[config.mk]
export PLATFORM = sky130hd
export DESIGN_NAME = mips_mc_control_fsm_flat
export DESIGN_NICKNAME = d
export VERILOG_FILES = /design/src/rtl/mips_mc_control_fsm_if.sv /design/src/rtl/mips_mc_control_fsm.sv /design/src/flat_wrapper.sv
export SDC_FILE = /design/constraint.sdc
export NUM_CORES = 1
export LEC_CHECK = 0
export BUFFER_PORTS_ARGS = -buffer_cell sky130_fd_sc_hd__buf_4
export CAP_MARGIN = 20
export CORE_MARGIN = 2
export CORE_UTILIZATION = 53
export CTS_BUF_LIST = sky130_fd_sc_hd__clkbuf_16
export CTS_CLUSTER_SIZE = 20
export DETAILED_ROUTE_END_ITERATION = 8
export GPL_TIMING_DRIVEN = 0
export PLACE_DENSITY = 0.77
export SETUP_SLACK_MARGIN = 0.2
export SLEW_MARGIN = 5
export SYNTH_ARGS = -nofsm -noshare
export SYNTH_HDL_FRONTEND = slang
export SYNTH_SLANG_ARGS = --single-unit
[constraint.sdc]
create_clock -name clk -period 2.6 [get_ports clk]
set_input_delay 0.52 -clock clk [delete_from_list [all_inputs] [get_ports clk]]
set_output_delay 0.52 -clock clk [all_outputs]
set_load 0.005 [all_outputs]
[src/rtl/mips_mc_control_fsm_if.sv]
// Control bundle between the multicycle MIPS control unit and its datapath.
// The master side is the controller: it consumes decode/status inputs and
// drives every datapath select and strobe.
interface mips_mc_control_fsm_if #(
    parameter int DATA_WIDTH = 32,
    parameter int STATE_BITS = 4
);
    logic [5:0]            opcode;
    logic [5:0]            funct;
    logic                  zero;
    logic                  mem_ready;
    logic                  align_err;

    logic                  PCWrite;
    logic                  IorD;
    logic                  MemWrite;
    logic                  IRWrite;
    logic [1:0]            RegDst;
    logic [1:0]            MemtoReg;
    logic                  RegWrite;
    logic                  ALUSrcA;
    logic [1:0]            ALUSrcB;
    logic [2:0]            ALUControl;
    logic [1:0]            PCSrc;
    logic                  halted;
    logic [DATA_WIDTH-1:0] retired;
    logic [STATE_BITS-1:0] state_dbg;

    modport master (
        input  opcode, funct, zero, mem_ready, align_err,
        output PCWrite, IorD, MemWrite, IRWrite, RegDst, MemtoReg, RegWrite,
               ALUSrcA, ALUSrcB, ALUControl, PCSrc, halted, retired, state_dbg
    );

    modport slave (
        output opcode, funct, zero, mem_ready, align_err,
        input  PCWrite, IorD, MemWrite, IRWrite, RegDst, MemtoReg, RegWrite,
               ALUSrcA, ALUSrcB, ALUControl, PCSrc, halted, retired, state_dbg
    );
endinterface

[src/rtl/mips_mc_control_fsm.sv]
// Multicycle MIPS control FSM: steps each instruction through fetch, decode,
// execute, memory and writeback, stalls on mem_ready, halts on bad opcodes or
// PC misalignment, and counts retired instructions. Outputs are forced to 0
// combinationally while reset is low so nothing strobes after the reset edge.
module mips_mc_control_fsm #(
    parameter int DATA_WIDTH = 32,
    parameter int STATE_BITS = 4
) (
    input  logic                   clk,
    input  logic                   reset,
    mips_mc_control_fsm_if.master  ctl_if
);
    typedef enum logic [3:0] {
        S_FETCH  = 4'd0,  S_DECODE = 4'd1,  S_MEMADR = 4'd2,  S_MEMRD  = 4'd3,
        S_MEMWB  = 4'd4,  S_MEMWR  = 4'd5,  S_RTYPE  = 4'd6,  S_ALUWB  = 4'd7,
        S_BRANCH = 4'd8,  S_IMMEX  = 4'd9,  S_IMMWB  = 4'd10, S_JUMP   = 4'd11,
        S_JAL    = 4'd12, S_JR     = 4'd13, S_ERROR  = 4'd15
    } state_t;

    localparam logic [2:0] ALU_AND = 3'b000, ALU_OR  = 3'b001, ALU_ADD = 3'b010,
                           ALU_SUB = 3'b110, ALU_SLT = 3'b111, ALU_SLL = 3'b011,
                           ALU_SRL = 3'b100, ALU_LUI = 3'b101;

    localparam logic [5:0] OP_RTYPE = 6'h00, OP_J   = 6'h02, OP_JAL  = 6'h03,
                           OP_BEQ   = 6'h04, OP_BNE = 6'h05, OP_ADDI = 6'h08,
                           OP_ANDI  = 6'h0C, OP_ORI = 6'h0D, OP_LUI  = 6'h0F,
                           OP_LW    = 6'h23, OP_SW  = 6'h2B;

    state_t                r_state;
    state_t                w_next_state;
    logic [DATA_WIDTH-1:0] r_retired;

    logic       w_pc_write, w_iord, w_mem_write, w_ir_write, w_reg_write;
    logic       w_alu_src_a, w_halted, w_retire;
    logic [1:0] w_reg_dst, w_mem_to_reg, w_alu_src_b, w_pc_src;
    logic [2:0] w_alu_ctl;

    // State register; reset parks the machine in FETCH.
    always_ff @(posedge clk or negedge reset) begin
        if (!reset) begin
            r_state <= S_FETCH;
        end else begin
            r_state <= w_next_state;
        end
    end

    // Retired-instruction counter, bumped on the edge leaving a retiring state.
    always_ff @(posedge clk or negedge reset) begin
        if (!reset) begin
            r_retired <= '0;
        end else if (w_retire) begin
            r_retired <= r_retired + DATA_WIDTH'(1);
        end else begin
            r_retired <= r_retired;
        end
    end

    // Next-state and per-state datapath controls.
    always_comb begin
        w_next_state = r_state;
        w_pc_write   = 1'b0;
        w_iord       = 1'b0;
        w_mem_write  = 1'b0;
        w_ir_write   = 1'b0;
        w_reg_dst    = 2'd0;
        w_mem_to_reg = 2'd0;
        w_reg_write  = 1'b0;
        w_alu_src_a  = 1'b0;
        w_alu_src_b  = 2'd0;
        w_alu_ctl    = ALU_AND;
        w_pc_src     = 2'd0;
        w_halted     = 1'b0;
        w_retire     = 1'b0;

        case (r_state)
            S_FETCH: begin
                if (ctl_if.align_err) begin
                    w_next_state = S_ERROR;
                end else begin
                    w_alu_src_b  = 2'd1;
                    w_alu_ctl    = ALU_ADD;
                    w_ir_write   = ctl_if.mem_ready;
                    w_pc_write   = ctl_if.mem_ready;
                    w_next_state = ctl_if.mem_ready ? S_DECODE : S_FETCH;
                end
            end
            S_DECODE: begin
                // Branch target into ALUOut while the opcode is decoded.
                w_alu_src_b = 2'd3;
                w_alu_ctl   = ALU_ADD;
                case (ctl_if.opcode)
                    OP_LW, OP_SW:                     w_next_state = S_MEMADR;
                    OP_RTYPE:                         w_next_state = (ctl_if.funct == 6'h08) ? S_JR : S_RTYPE;
                    OP_BEQ, OP_BNE:                   w_next_state = S_BRANCH;
                    OP_ADDI, OP_ANDI, OP_ORI, OP_LUI: w_next_state = S_IMMEX;
                    OP_J:                             w_next_state = S_JUMP;
                    OP_JAL:                           w_next_state = S_JAL;
                    default:                          w_next_state = S_ERROR;
                endcase
            end
            S_MEMADR: begin
                w_alu_src_a  = 1'b1;
                w_alu_src_b  = 2'd2;
                w_alu_ctl    = ALU_ADD;
                w_next_state = (ctl_if.opcode == OP_SW) ? S_MEMWR : S_MEMRD;
            end
            S_MEMRD: begin
                w_iord       = 1'b1;
                w_next_state = ctl_if.mem_ready ? S_MEMWB : S_MEMRD;
            end
            S_MEMWB: begin
                w_mem_to_reg = 2'd1;
                w_reg_write  = 1'b1;
                w_retire     = 1'b1;
                w_next_state = S_FETCH;
            end
            S_MEMWR: begin
                w_iord      = 1'b1;
                w_mem_write = 1'b1;
                if (ctl_if.mem_ready) begin
                    w_retire     = 1'b1;
                    w_next_state = S_FETCH;
                end else begin
                    w_next_state = S_MEMWR;
                end
            end
            S_RTYPE: begin
                w_alu_src_a  = 1'b1;
                w_next_state = S_ALUWB;
                case (ctl_if.funct)
                    6'h20:   w_alu_ctl = ALU_ADD;
                    6'h22:   w_alu_ctl = ALU_SUB;
                    6'h24:   w_alu_ctl = ALU_AND;
                    6'h25:   w_alu_ctl = ALU_OR;
                    6'h2A:   w_alu_ctl = ALU_SLT;
                    6'h00:   w_alu_ctl = ALU_SLL;
                    6'h02:   w_alu_ctl = ALU_SRL;
                    default: w_next_state = S_ERROR;
                endcase
            end
            S_ALUWB: begin
                w_reg_dst    = 2'd1;
                w_reg_write  = 1'b1;
                w_retire     = 1'b1;
                w_next_state = S_FETCH;
            end
            S_BRANCH: begin
                w_alu_src_a  = 1'b1;
                w_alu_ctl    = ALU_SUB;
                w_pc_src     = 2'd1;
                w_pc_write   = (ctl_if.opcode == OP_BNE) ? ~ctl_if.zero : ctl_if.zero;
                w_retire     = 1'b1;
                w_next_state = S_FETCH;
            end
            S_IMMEX: begin
                w_alu_src_a  = 1'b1;
                w_alu_src_b  = 2'd2;
                w_next_state = S_IMMWB;
                case (ctl_if.opcode)
                    OP_ANDI: w_alu_ctl = ALU_AND;
                    OP_ORI:  w_alu_ctl = ALU_OR;
                    OP_LUI:  w_alu_ctl = ALU_LUI;
                    default: w_alu_ctl = ALU_ADD;
                endcase
            end
            S_IMMWB: begin
                w_reg_write  = 1'b1;
                w_retire     = 1'b1;
                w_next_state = S_FETCH;
            end
            S_JUMP: begin
                w_pc_src     = 2'd2;
                w_pc_write   = 1'b1;
                w_retire     = 1'b1;
                w_next_state = S_FETCH;
            end
            S_JAL: begin
                // PC already holds PC+4, so link and jump share one cycle.
                w_reg_dst    = 2'd2;
                w_mem_to_reg = 2'd2;
                w_reg_write  = 1'b1;
                w_pc_src     = 2'd2;
                w_pc_write   = 1'b1;
                w_retire     = 1'b1;
                w_next_state = S_FETCH;
            end
            S_JR: begin
                w_pc_src     = 2'd3;
                w_pc_write   = 1'b1;
                w_retire     = 1'b1;
                w_next_state = S_FETCH;
            end
            S_ERROR: begin
                w_halted     = 1'b1;
                w_next_state = S_ERROR;
            end
            default: begin
                w_next_state = S_ERROR;
            end
        endcase
    end

    // Output drive, held at 0 asynchronously while reset is low.
    always_comb begin
        if (reset) begin
            ctl_if.PCWrite    = w_pc_write;
            ctl_if.IorD       = w_iord;
            ctl_if.MemWrite   = w_mem_write;
            ctl_if.IRWrite    = w_ir_write;
            ctl_if.RegDst     = w_reg_dst;
            ctl_if.MemtoReg   = w_mem_to_reg;
            ctl_if.RegWrite   = w_reg_write;
            ctl_if.ALUSrcA    = w_alu_src_a;
            ctl_if.ALUSrcB    = w_alu_src_b;
            ctl_if.ALUControl = w_alu_ctl;
            ctl_if.PCSrc      = w_pc_src;
            ctl_if.halted     = w_halted;
            ctl_if.retired    = r_retired;
            ctl_if.state_dbg  = STATE_BITS'(r_state);
        end else begin
            ctl_if.PCWrite    = 1'b0;
            ctl_if.IorD       = 1'b0;
            ctl_if.MemWrite   = 1'b0;
            ctl_if.IRWrite    = 1'b0;
            ctl_if.RegDst     = 2'd0;
            ctl_if.MemtoReg   = 2'd0;
            ctl_if.RegWrite   = 1'b0;
            ctl_if.ALUSrcA    = 1'b0;
            ctl_if.ALUSrcB    = 2'd0;
            ctl_if.ALUControl = 3'd0;
            ctl_if.PCSrc      = 2'd0;
            ctl_if.halted     = 1'b0;
            ctl_if.retired    = '0;
            ctl_if.state_dbg  = '0;
        end
    end
endmodule
[src/flat_wrapper.sv]
// flat-port wrapper written by rule: the top's interface ports become plain ports
module mips_mc_control_fsm_flat 
#(
    parameter int DATA_WIDTH = 32,
    parameter int STATE_BITS = 4
)
  (clk, reset, ctl_if_opcode, ctl_if_funct, ctl_if_zero, ctl_if_mem_ready, ctl_if_align_err, ctl_if_PCWrite, ctl_if_IorD, ctl_if_MemWrite, ctl_if_IRWrite, ctl_if_RegDst, ctl_if_MemtoReg, ctl_if_RegWrite, ctl_if_ALUSrcA, ctl_if_ALUSrcB, ctl_if_ALUControl, ctl_if_PCSrc, ctl_if_halted, ctl_if_retired, ctl_if_state_dbg);
  mips_mc_control_fsm_if #(.DATA_WIDTH(DATA_WIDTH), .STATE_BITS(STATE_BITS)) ctl_if_i ();
  input  logic clk;
  input  logic reset;
  input wire logic [$bits(ctl_if_i.opcode)-1:0] ctl_if_opcode;
  input wire logic [$bits(ctl_if_i.funct)-1:0] ctl_if_funct;
  input wire logic [$bits(ctl_if_i.zero)-1:0] ctl_if_zero;
  input wire logic [$bits(ctl_if_i.mem_ready)-1:0] ctl_if_mem_ready;
  input wire logic [$bits(ctl_if_i.align_err)-1:0] ctl_if_align_err;
  output wire logic [$bits(ctl_if_i.PCWrite)-1:0] ctl_if_PCWrite;
  output wire logic [$bits(ctl_if_i.IorD)-1:0] ctl_if_IorD;
  output wire logic [$bits(ctl_if_i.MemWrite)-1:0] ctl_if_MemWrite;
  output wire logic [$bits(ctl_if_i.IRWrite)-1:0] ctl_if_IRWrite;
  output wire logic [$bits(ctl_if_i.RegDst)-1:0] ctl_if_RegDst;
  output wire logic [$bits(ctl_if_i.MemtoReg)-1:0] ctl_if_MemtoReg;
  output wire logic [$bits(ctl_if_i.RegWrite)-1:0] ctl_if_RegWrite;
  output wire logic [$bits(ctl_if_i.ALUSrcA)-1:0] ctl_if_ALUSrcA;
  output wire logic [$bits(ctl_if_i.ALUSrcB)-1:0] ctl_if_ALUSrcB;
  output wire logic [$bits(ctl_if_i.ALUControl)-1:0] ctl_if_ALUControl;
  output wire logic [$bits(ctl_if_i.PCSrc)-1:0] ctl_if_PCSrc;
  output wire logic [$bits(ctl_if_i.halted)-1:0] ctl_if_halted;
  output wire logic [$bits(ctl_if_i.retired)-1:0] ctl_if_retired;
  output wire logic [$bits(ctl_if_i.state_dbg)-1:0] ctl_if_state_dbg;
  assign ctl_if_i.opcode = ctl_if_opcode;
  assign ctl_if_i.funct = ctl_if_funct;
  assign ctl_if_i.zero = ctl_if_zero;
  assign ctl_if_i.mem_ready = ctl_if_mem_ready;
  assign ctl_if_i.align_err = ctl_if_align_err;
  assign ctl_if_PCWrite = ctl_if_i.PCWrite;
  assign ctl_if_IorD = ctl_if_i.IorD;
  assign ctl_if_MemWrite = ctl_if_i.MemWrite;
  assign ctl_if_IRWrite = ctl_if_i.IRWrite;
  assign ctl_if_RegDst = ctl_if_i.RegDst;
  assign ctl_if_MemtoReg = ctl_if_i.MemtoReg;
  assign ctl_if_RegWrite = ctl_if_i.RegWrite;
  assign ctl_if_ALUSrcA = ctl_if_i.ALUSrcA;
  assign ctl_if_ALUSrcB = ctl_if_i.ALUSrcB;
  assign ctl_if_ALUControl = ctl_if_i.ALUControl;
  assign ctl_if_PCSrc = ctl_if_i.PCSrc;
  assign ctl_if_halted = ctl_if_i.halted;
  assign ctl_if_retired = ctl_if_i.retired;
  assign ctl_if_state_dbg = ctl_if_i.state_dbg;
  mips_mc_control_fsm #(.DATA_WIDTH(DATA_WIDTH), .STATE_BITS(STATE_BITS)) u_core (.clk(clk), .reset(reset), .ctl_if(ctl_if_i));
endmodule
=== Yosys cells after proc, flatten, opt, wreduce, memory -nomap -nowiden ===
Index checks and enable logic that the tools add are counted.

* Logic and storage cells: 93
* Bits in registers: 36
* Bits of input ports: 17
* Output and inout port bits: 54

* Eq/ne operators: 31
* Mux-type cells: 43
* Reductions and logical operators: 15
* $add $sub $neg: 1
* Bitwise logic cells: 1

{| class="wikitable"
|+ Operators by type and width
! kind !! number
|-
| == test 6 bit, second input constant || 7
|-
| adder 32 x 1 -> 32 bit, second input constant || 1
|-
| two-way mux 32 bit || 1
|-
| case mux 4 bit (8 select lines) || 1
|-
| == test 6 x 4 -> 1 bit, second input constant || 5
|-
| == test 4 bit, second input constant || 7
|-
| case mux 4 bit (6 select lines) || 1
|-
| == test 6 x 2 -> 1 bit, second input constant || 3
|-
| two-way mux 1 bit || 18
|-
| case mux 3 bit (6 select lines) || 1
|-
| == test 4 x 3 -> 1 bit, second input constant || 4
|-
| two-way mux 4 bit || 4
|-
| case mux 3 bit (5 select lines) || 1
|-
| OR reduction 7 bit || 2
|-
| == test 6 x 3 -> 1 bit, second input constant || 2
|-
| zero test 6 bit || 2
|-
| two-way mux 3 bit || 4
|-
| case mux 2 bit (3 select lines) || 2
|-
| OR reduction 2 bit || 6
|-
| OR reduction 4 bit || 3
|-
| two-way mux 2 bit || 5
|-
| case mux 3 bit (3 select lines) || 1
|-
| == test 4 x 2 -> 1 bit, second input constant || 2
|-
| case mux 2 bit (2 select lines) || 2
|-
| 6 further kinds || 6
|}

=== Longest topological paths before layout ===
Gate-level depths: netlist of the first run.

* Word-level depth: 4
* Gate-level depth with buffers: 7
* Mapped depth without buffers: 5

=== Worst setup path before layout of the first run ===
Ideal clock, no wire load.

* Path type: input to output
* Start point: in ctl_if_opcode[5]
* End point: out ctl_if_PCWrite
* Data required time: 2.080 ns
* Stages on the path: 6
* Buffers on the path: 1
* Data arrival time: 1.720 ns
* Setup slack: 0.360 ns
* Cell sequence: clkbuf_1 nor3b_1 nand3_1 xnor2_1 a222oi_1 o21ai_0

* Word-level cells in the longest chain between the ends: 4

{| class="wikitable"
|+ Ends and longest elaborated chain
! item !! line !! RTL
|-
| start: declaration || flat_wrapper.sv:11 || <nowiki>input wire logic [$bits(ctl_if_i.opcode)-1:0] ctl_if_opcode;</nowiki>
|-
| == test 6 x 3 -> 1 bit || mips_mc_control_fsm.sv:151 || <nowiki>w_pc_write = (ctl_if.opcode == OP_BNE) ? ~ctl_if.zero : ctl_if.zero;</nowiki>
|-
| two-way mux 1 bit || mips_mc_control_fsm.sv:151 ||
|-
| case mux 1 bit (3 select lines) || mips_mc_control_fsm.sv:75 || <nowiki>case (r_state)</nowiki>
|-
| two-way mux 1 bit || mips_mc_control_fsm.sv:205 || <nowiki>if (reset) begin</nowiki>
|-
| end: declaration || flat_wrapper.sv:16 || <nowiki>output wire logic [$bits(ctl_if_i.PCWrite)-1:0] ctl_if_PCWrite;</nowiki>
|}

No other way between the ends.

=== Worst setup path after layout of the first run ===
Same ends and word-level chain as after synthesis.

==> results.txt, run 1 <==
Across the VDD grid, the largest voltage drop is 0.493 mV. STA classifies the critical path endpoint as an output pin. Worst clock skew on the final layout: 5.57 ps. The number of nets in the synthesized netlist is 347. For this design the static power due to leakage is 1.69 nW. The tools report the number of nets in the finished design as 422. The power per unit of standard cell area was 763 mW/mm^2; the antenna violation net count after detailed routing was 0. The number of global-route vias before repair was 2382; the weighted congestion at the end of routability-driven global placement was 0.966.

The core box area was 0.00482 mm^2. At the pin with the least slew margin, the transition time is 417 ps. Total clock sinks: 36.

In the finished design, the share of the clock period the worst path needs comes to 91.0%. Summed over all nets, the half-perimeter wirelength after detailed placement is 4960 um. The post-synthesis cell type count is 49. Setup repair after global routing could not meet its margin everywhere. The path class of the tightest hold or removal check is in -> async. During placement, the flow inserted port buffers numbering 68.

For this run, the number of Yosys warnings is 0. The run gives 0 as the max-capacitance violation count. The first-pass GRT wire length was 11100 um. The root buffer cell chosen for the clock tree is sky130_fd_sc_hd__clkbuf_16. For the signal arrival time at the worst endpoint, the log shows 1850 ps. The most used flip-flop cell after synthesis is sky130_fd_sc_hd__dfrtp_1.

The H-tree was split into 2 levels. Before antenna repair, the detailed router went through 5 iterations. The register clock-pin slew on the reported worst setup and hold paths was 60 ps; the final count of negative-setup-slack endpoints was 0. Once placement completed, the tool counted placed cells totaling 464. Number of placement rows: 25. The area growth from synthesis to layout works out to 30.4%.

The clock passes through at most 2 buffers. On the critical path the largest part of the delay comes from compound AO/OA/AOI/OAI gates. For this run, the top clock speed supported by timing is 0.422 GHz. The count of final hold-check violations is 0.

For this design the top-level I/O count stands at 71. The clock buffer count from CTS was 5. The combined buffer and inverter count along the critical path is 2. The die boundary height is 75.3 um. After detailed routing, the total wire length is 6820 um.

The routed length per placed instance was 14.4 um; the die width was 75.3 um. The cts-stage hold buffer count came out at 0. The max-slew violation count was 0. TritonCTS built the clock tree. The pin count of the biggest net entering global routing came out at 38. A synthesized cell averages 8.20 um^2.

The largest stage delay on the critical path came out at 320 ps. The cell count after synthesis came out at 329. Of all nets on the critical path, the largest fanout is 9.

The run gives 0 as the number of antenna violations at the first check in global routing. Cells with a size suffix above 1 make up 25.9% of the layout. Data on the critical path is required at its endpoint by 2080 ps. Number of diodes added for antenna fixing: 0.

The detailed router finished its first iteration with 243 violations. Fill cells in the final layout number 391. The flop and latch count out of synthesis was 36; the headroom to the max-slew limit was 71.5%. For the placement-stage cell area, the log shows 0.00329 mm^2. The footprint of the multi-input gates was 0.00167 mm^2; the clock latency of the later-clocked register in the worst-skew pair was 280 ps.

Post-layout utilization of the core: 73.0%. The die covers 0.00567 mm^2. Yosys attributes the largest share of cell area to sky130_fd_sc_hd__dfrtp_1 (33%), sky130_fd_sc_hd__and2_1 (8.8%), sky130_fd_sc_hd__xor2_1 (5.8%). After synthesis, the share of flip-flops with an asynchronous set or reset is 100%. sky130_fd_sc_hd__dfrtp_1 takes more of the synthesized area than any other cell.

Summed over all layers, the global routing overflow is 0. The critical path goes through clkbuf_1, nor3b_2, nand3_1, xnor2_1, a222oi_1, o21ai_0, buf_4. For the worst hold slack, the log shows 95.0 ps. The slowest stage of the critical path is the sky130_fd_sc_hd__a222oi_1 cell. The clock period minus final worst setup slack was 2370 ps.

Global routing used 25.0% of the available tracks. The finished cells cover 0.00352 mm^2. Across the whole layout, storage elements account for 901 um^2. The tools report the number of DRC violations after detailed routing as 0. The run gives 33.4% as the sequential cell area fraction in the yosys report. The fraction of post-synthesis cell area in the top cell type by area is 33.4%, and the slack of the worst reg-to-reg path is 640 ps. The via-per-instance ratio works out to 5.49. Counting flops with a built-in enable in the synthesized netlist gives 0.

Classification of the worst setup path: in -> out. The worst setup path is launched from an input pin. The starting density of the core is 56.0%, and the number of standard cells in the layout, taps in and fillers out is 472.

In this run the cell area of the synthesized design comes to 0.00270 mm^2. Across all layers, the routed design uses 2589 vias. The run finished with clean final reports.
## logic make-up (layout without fill, tap and decap cells)
group | after synthesis | after routing | synth area share, %
flip-flops | 36 | 36 | 33.4
buffers and inverters | 35 | 111 | 5.71
XOR/XNOR | 34 | 34 | 11.0
adder cells (fa/ha/maj) | 1 | 1 | 0.464
AO/OA/AOI/OAI | 46 | 46 | 11.7
multiplexers | 3 | 3 | 1.21
AND/OR/NAND/NOR | 174 | 174 | 36.4
## through the flow
step,setup TNS [ps],power (W),setup slack (ps)
floorplan,0,0.00154,360
global placement,-0.119,0.00191,-0.119
detailed placement,-76.0,0.00193,-42.2
CTS,0,0.00264,183
global route,0,0.00285,113
finish,0,0.00268,233
## path summary, 6_finish.rpt
kind,from,to,cells past startpoint
hold reg to reg,u_core.r_retired[31],u_core.r_retired[31],1
setup / recovery,ctl_if_opcode[5],ctl_if_PCWrite,7
hold / removal,reset,u_core.r_retired[22],1
min in group clk,u_core.r_retired[31],u_core.r_retired[31],1
max in group asynchronous,reset,u_core.r_retired[2],1
setup reg to reg,u_core.r_state[1],u_core.r_retired[25],7
## cells in the final DEF, fill, tap and decap left out, drive strengths merged, types with 3 or more instances in the layout
cell type / netlist / final
xnor2: 16 / 16
inv: 14 / 14
nand2b: 7 / 7
nor4: 7 / 7
nor2: 30 / 30
a21oi: 11 / 11
and3: 8 / 8
nor3: 21 / 21
o21ai: 11 / 11
nand4: 9 / 9
xor2: 18 / 18
a2111oi: 3 / 3
nand3: 16 / 16
buf: 8 / 77
and2: 38 / 38
nor3b: 5 / 5
nand2: 23 / 23
nor2b: 3 / 3
dfrtp: 36 / 36
o21a: 3 / 3
clkbuf: 13 / 17
o211ai: 5 / 5
## state kept, by name, indices dropped and copies added, names as in the netlist
signal / flops
u_core.r_retired: 32
u_core.r_state: 4
## per-layer routing
layer | global-route usage, % | vias up | share of wire [%]
li1 | - | 1288 | -
met1 | 35.0 | 1210 | 45
met2 | 40.8 | 85 | 48
met3 | 4.23 | 6 | 6.4
met4 | 6.24 | 0 | 0.79
met5 | 0 | - | 0
## report_power, final
group          total, W  internal [W]  switching, W
logic           0.00127      0.000562      0.000713
clock network  0.000677      0.000450      0.000227
registers      0.000731      0.000647     0.0000838
## cell usage after synthesis, drive strengths merged (2+ instances only)
| cell type | count |
|---|---|
| nand2 | 23 |
| nor3 | 21 |
| inv | 14 |
| nand3b | 2 |
| o21ai | 11 |
| nand3 | 16 |
| xor2 | 18 |
| and3 | 8 |
| a2111oi | 3 |
| o21a | 3 |
| nand4 | 9 |
| nor3b | 5 |
| nor2b | 3 |
| buf | 8 |
| o211ai | 5 |
| mux2 | 2 |
| nor2 | 30 |
| nor4 | 7 |
| dfrtp | 36 |
| clkbuf | 13 |
| a32oi | 2 |
| xnor2 | 16 |
| a21oi | 11 |
| or3 | 2 |
| and2 | 38 |
| nand2b | 7 |
| a21o | 2 |
## area by class of cell
| type | count | share of cell area, % |
|---|---|---|
| inverter | 14 | 1.49 |
| clock inverter | 3 | 1.21 |
| timing repair buffer | 69 | 14.9 |
| multi-input combinational | 258 | 47.5 |
| tap | 67 | 2.38 |
| clock buffer | 5 | 3.56 |
| sequential | 36 | 25.6 |
| buffer | 20 | 3.27 |
## what timing repair did
item / 4_1_cts / 5_1_grt
buffers inserted: 1 / 0
endpoints found under the setup margin: 48 / 33
gates resized for setup: 8 / 21
endpoints found under the hold margin: 0 / 0
pin swaps: 1 / 1
No activity file was read; power rests on OpenSTA's default activity.
==> run 2, diff against run 1 <==
PLACE_DENSITY = 0.8   (was 0.77)
==> run 2 against run 1 <==
Combinational power about the same. Cell count shrank 0.21%. Die area did not move. Sequential share of layout area grew 0.27 points. First-iteration DRC count grew 3.3%. Largest power group unchanged. Via count increased by 3.0%. Sequential power hardly changed. Power down 5.3%. Critical endpoint is now ctl_if_ALUControl[1]. Fmax decreased by 3.1%. Non-clock buffer count unchanged. Clock-buffer cell count did not move. Critical path depth is 1 higher.
==> results.txt, run 2 (same netlist as run 1, synthesis figures left out) <==
The library cells used most frequently in the layout, excluding fill and tap cells, are sky130_fd_sc_hd__buf_4 (69), sky130_fd_sc_hd__and2_1 (38), sky130_fd_sc_hd__dfrtp_1 (36). The path class of the lowest-slack min-delay path is in -> async. The worst hold slack is 138 ps (+43.5 ps), and the final count of negative-setup-slack endpoints is 0 (unchanged). Maximum clock rate: 0.409 GHz (-3.1%). For the max-capacitance violation count, the log shows 0 (unchanged). The most frequent standard cell in the layout excluding fill and tap cells was sky130_fd_sc_hd__buf_4. The first-pass GRT wire length was 11100 um (about the same). The total power is 0.00254 W (-5.3%), and the register clock-pin slew on the reported worst setup and hold paths is 50 ps (about the same). H-tree depth: 2 (unchanged). The worst setup path is captured at an output pin.

The number of antenna violations at the first check in global routing is 0 (unchanged), and the slew at the pin with the worst max-slew slack is 375 ps (-42.0 ps). The signal arrival time at the worst endpoint was 1920 ps (+70 ps); the total wirelength of the detailed-routed design was 6600 um (-3.2%). The largest fanout on the critical path is 10 (+1). The root buffer cell chosen for the clock tree is sky130_fd_sc_hd__clkbuf_16. The area growth from synthesis to layout was 29.1%; the number of I/O port buffers was 68 (unchanged). The starting density of the core came out at 56.0% (unchanged). More flip-flops sit in one register than any other, and that register is u_core.r_retired. The power per unit of standard cell area was 729 mW/mm^2 (-4.4%); the cts-stage hold buffer count was 0 (unchanged). The count of pins on the block boundary was 71 (unchanged). The logs give 38 (unchanged) for the pin count of the biggest net entering global routing and 0 (unchanged) for the number of diodes added for antenna fixing.

The placement-stage cell area is 0.00329 mm^2 (unchanged). The critical path is of the in -> out type. The logs give 2080 ps (about the same) for the data required time at the worst endpoint and 0.00567 mm^2 (unchanged) for the overall die area.

The core box area is 0.00482 mm^2 (unchanged). Critical path startpoint category: an input pin. The run finished with clean final reports. The weighted congestion at the end of routability-driven global placement is 0.914 (-5.4%). The tools report the number of global-route vias before repair as 2490 (+4.5%). The die width was 75.3 um (unchanged); the routed length per placed instance was 14.0 um (-3.0%). For the HPWL after detailed placement, the log shows 4930 um (-0.62%). The count of final hold-check violations is 0 (unchanged), and the final worst-path cycle share is 93.9% (+2.9 points). The via-per-instance ratio works out to 5.66 (+3.2%). The highest ir drop seen on vdd is 0.521 mV (+5.7%). The die boundary height is 75.3 um (unchanged). The number of iterations in the first detailed-routing pass was 5 (unchanged).

The proportion of layout cells with a drive suffix above 1 works out to 25.7% (-0.18 points). The logs give 3.59 ps (-1.98 ps) for the worst clock skew on the final layout and 1.68 nW (-0.10%) for the leakage dissipation. For the clock buffer count from CTS, the log shows 5 (unchanged). In the final layout, the registers with the most flip-flops are u_core.r_retired: 32 flops, u_core.r_state: 4 flops. The run gives 0 (unchanged) as the total global routing overflow.

The logs give 0.00348 mm^2 (-1.0%) for the final design area excluding fillers and 2 (unchanged) for the number of buffers on the longest clock path. The number of placement rows is 25 (unchanged), and the max-slew violation count is 0 (unchanged). Setup repair after global routing could not meet its margin everywhere.

TritonCTS built the clock tree. The clock period minus final worst setup slack was 2440 ps (+75.3 ps); the number of DRC violations after detailed routing was 0 (unchanged). The antenna violation net count after detailed routing was 0 (unchanged); the total clock sinks was 36 (unchanged). Headroom to the max-slew limit: 74.4% (+2.9 points).

The global-route usage over all layers came out at 25.1% (+0.10 points). The total via count after detailed routing is 2666 (+3.0%). The flip-flop count of the largest register, all copies and words added is 32 (unchanged). The run gives 280 ps (about the same) as the clock latency of the later-clocked register in the worst-skew pair. The run gives 251 (+3.3%) as the number of DRC violations after detailed-routing iteration 0. The number of nets in the finished design was 422 (unchanged).
[run 2: through the flow]
step                      util, %  TNS (ps)  setup slack (ps)  cells
after floorplan                 -         0               360    329
after global placement       68.3     -25.7             -22.2    464
after detailed placement     68.3     -52.9             -49.0    464
after CTS                    71.8         0               115    472
after global routing         72.3         0              58.0    471
final                        72.3         0               158    471
[run 2: layer usage]
metal  global-route usage, %  wire length, um  vias to the layer above
li1                        -                -                     1283
met1                    32.8             3000                     1275
met2                    41.8             3110                      100
met3                    5.16              398                        8
met4                    8.58               96                        0
met5                       0                0                        -
[run 2: worst max-delay path, cell delays in order]
cell and delay (ps):
sky130_fd_sc_hd__buf_4 110, sky130_fd_sc_hd__clkbuf_2 170, sky130_fd_sc_hd__nand2b_1 170, sky130_fd_sc_hd__a41o_1 240, sky130_fd_sc_hd__a2111oi_2 420, sky130_fd_sc_hd__a21oi_1 70
sky130_fd_sc_hd__nor2_1 110, sky130_fd_sc_hd__buf_4 120
[run 2: layout make-up]
| cell class | instances | area, um^2 |
|---|---|---|
| multi-input combinational | 258 | 1670 |
| fill | 404 | 1340 |
| sequential | 36 | 901 |
| timing repair buffer | 69 | 524 |
| clock buffer | 5 | 125 |
| buffer | 20 | 111 |
| tap | 67 | 83.8 |
| inverter | 14 | 52.6 |
| clock inverter | 2 | 8.76 |
[run 2: path summary, 6_finish.rpt]
check | from | end | slack, ps | cells after the start
worst min register to register | u_core.r_retired[31] | u_core.r_retired[31] | 470 | 1
worst max register to register | u_core.r_state[1] | u_core.r_retired[20] | 690 | 7
worst min-delay path | reset | u_core.r_retired[22] | 140 | 1
min in group clk | u_core.r_retired[31] | u_core.r_retired[31] | 470 | 1
max in group asynchronous | reset | u_core.r_retired[2] | 2220 | 1
worst max-delay path | ctl_if_opcode[0] | ctl_if_ALUControl[1] | 160 | 8
[run 2: repair_timing]
| action | CTS | global route |
|---|---|---|
| setup buffers | 1 | 0 |
| resized for setup | 9 | 18 |
| pin swaps | 1 | 2 |
| endpoints found under the setup margin | 49 | 13 |
[run 2: where the power goes]
group	total, W	switching, W	internal (W)
registers	0.000729	0.0000816	0.000647
logic	0.00126	0.000707	0.000551
clock network	0.000552	0.000209	0.000344
total	0.00254	0.000997	0.00154
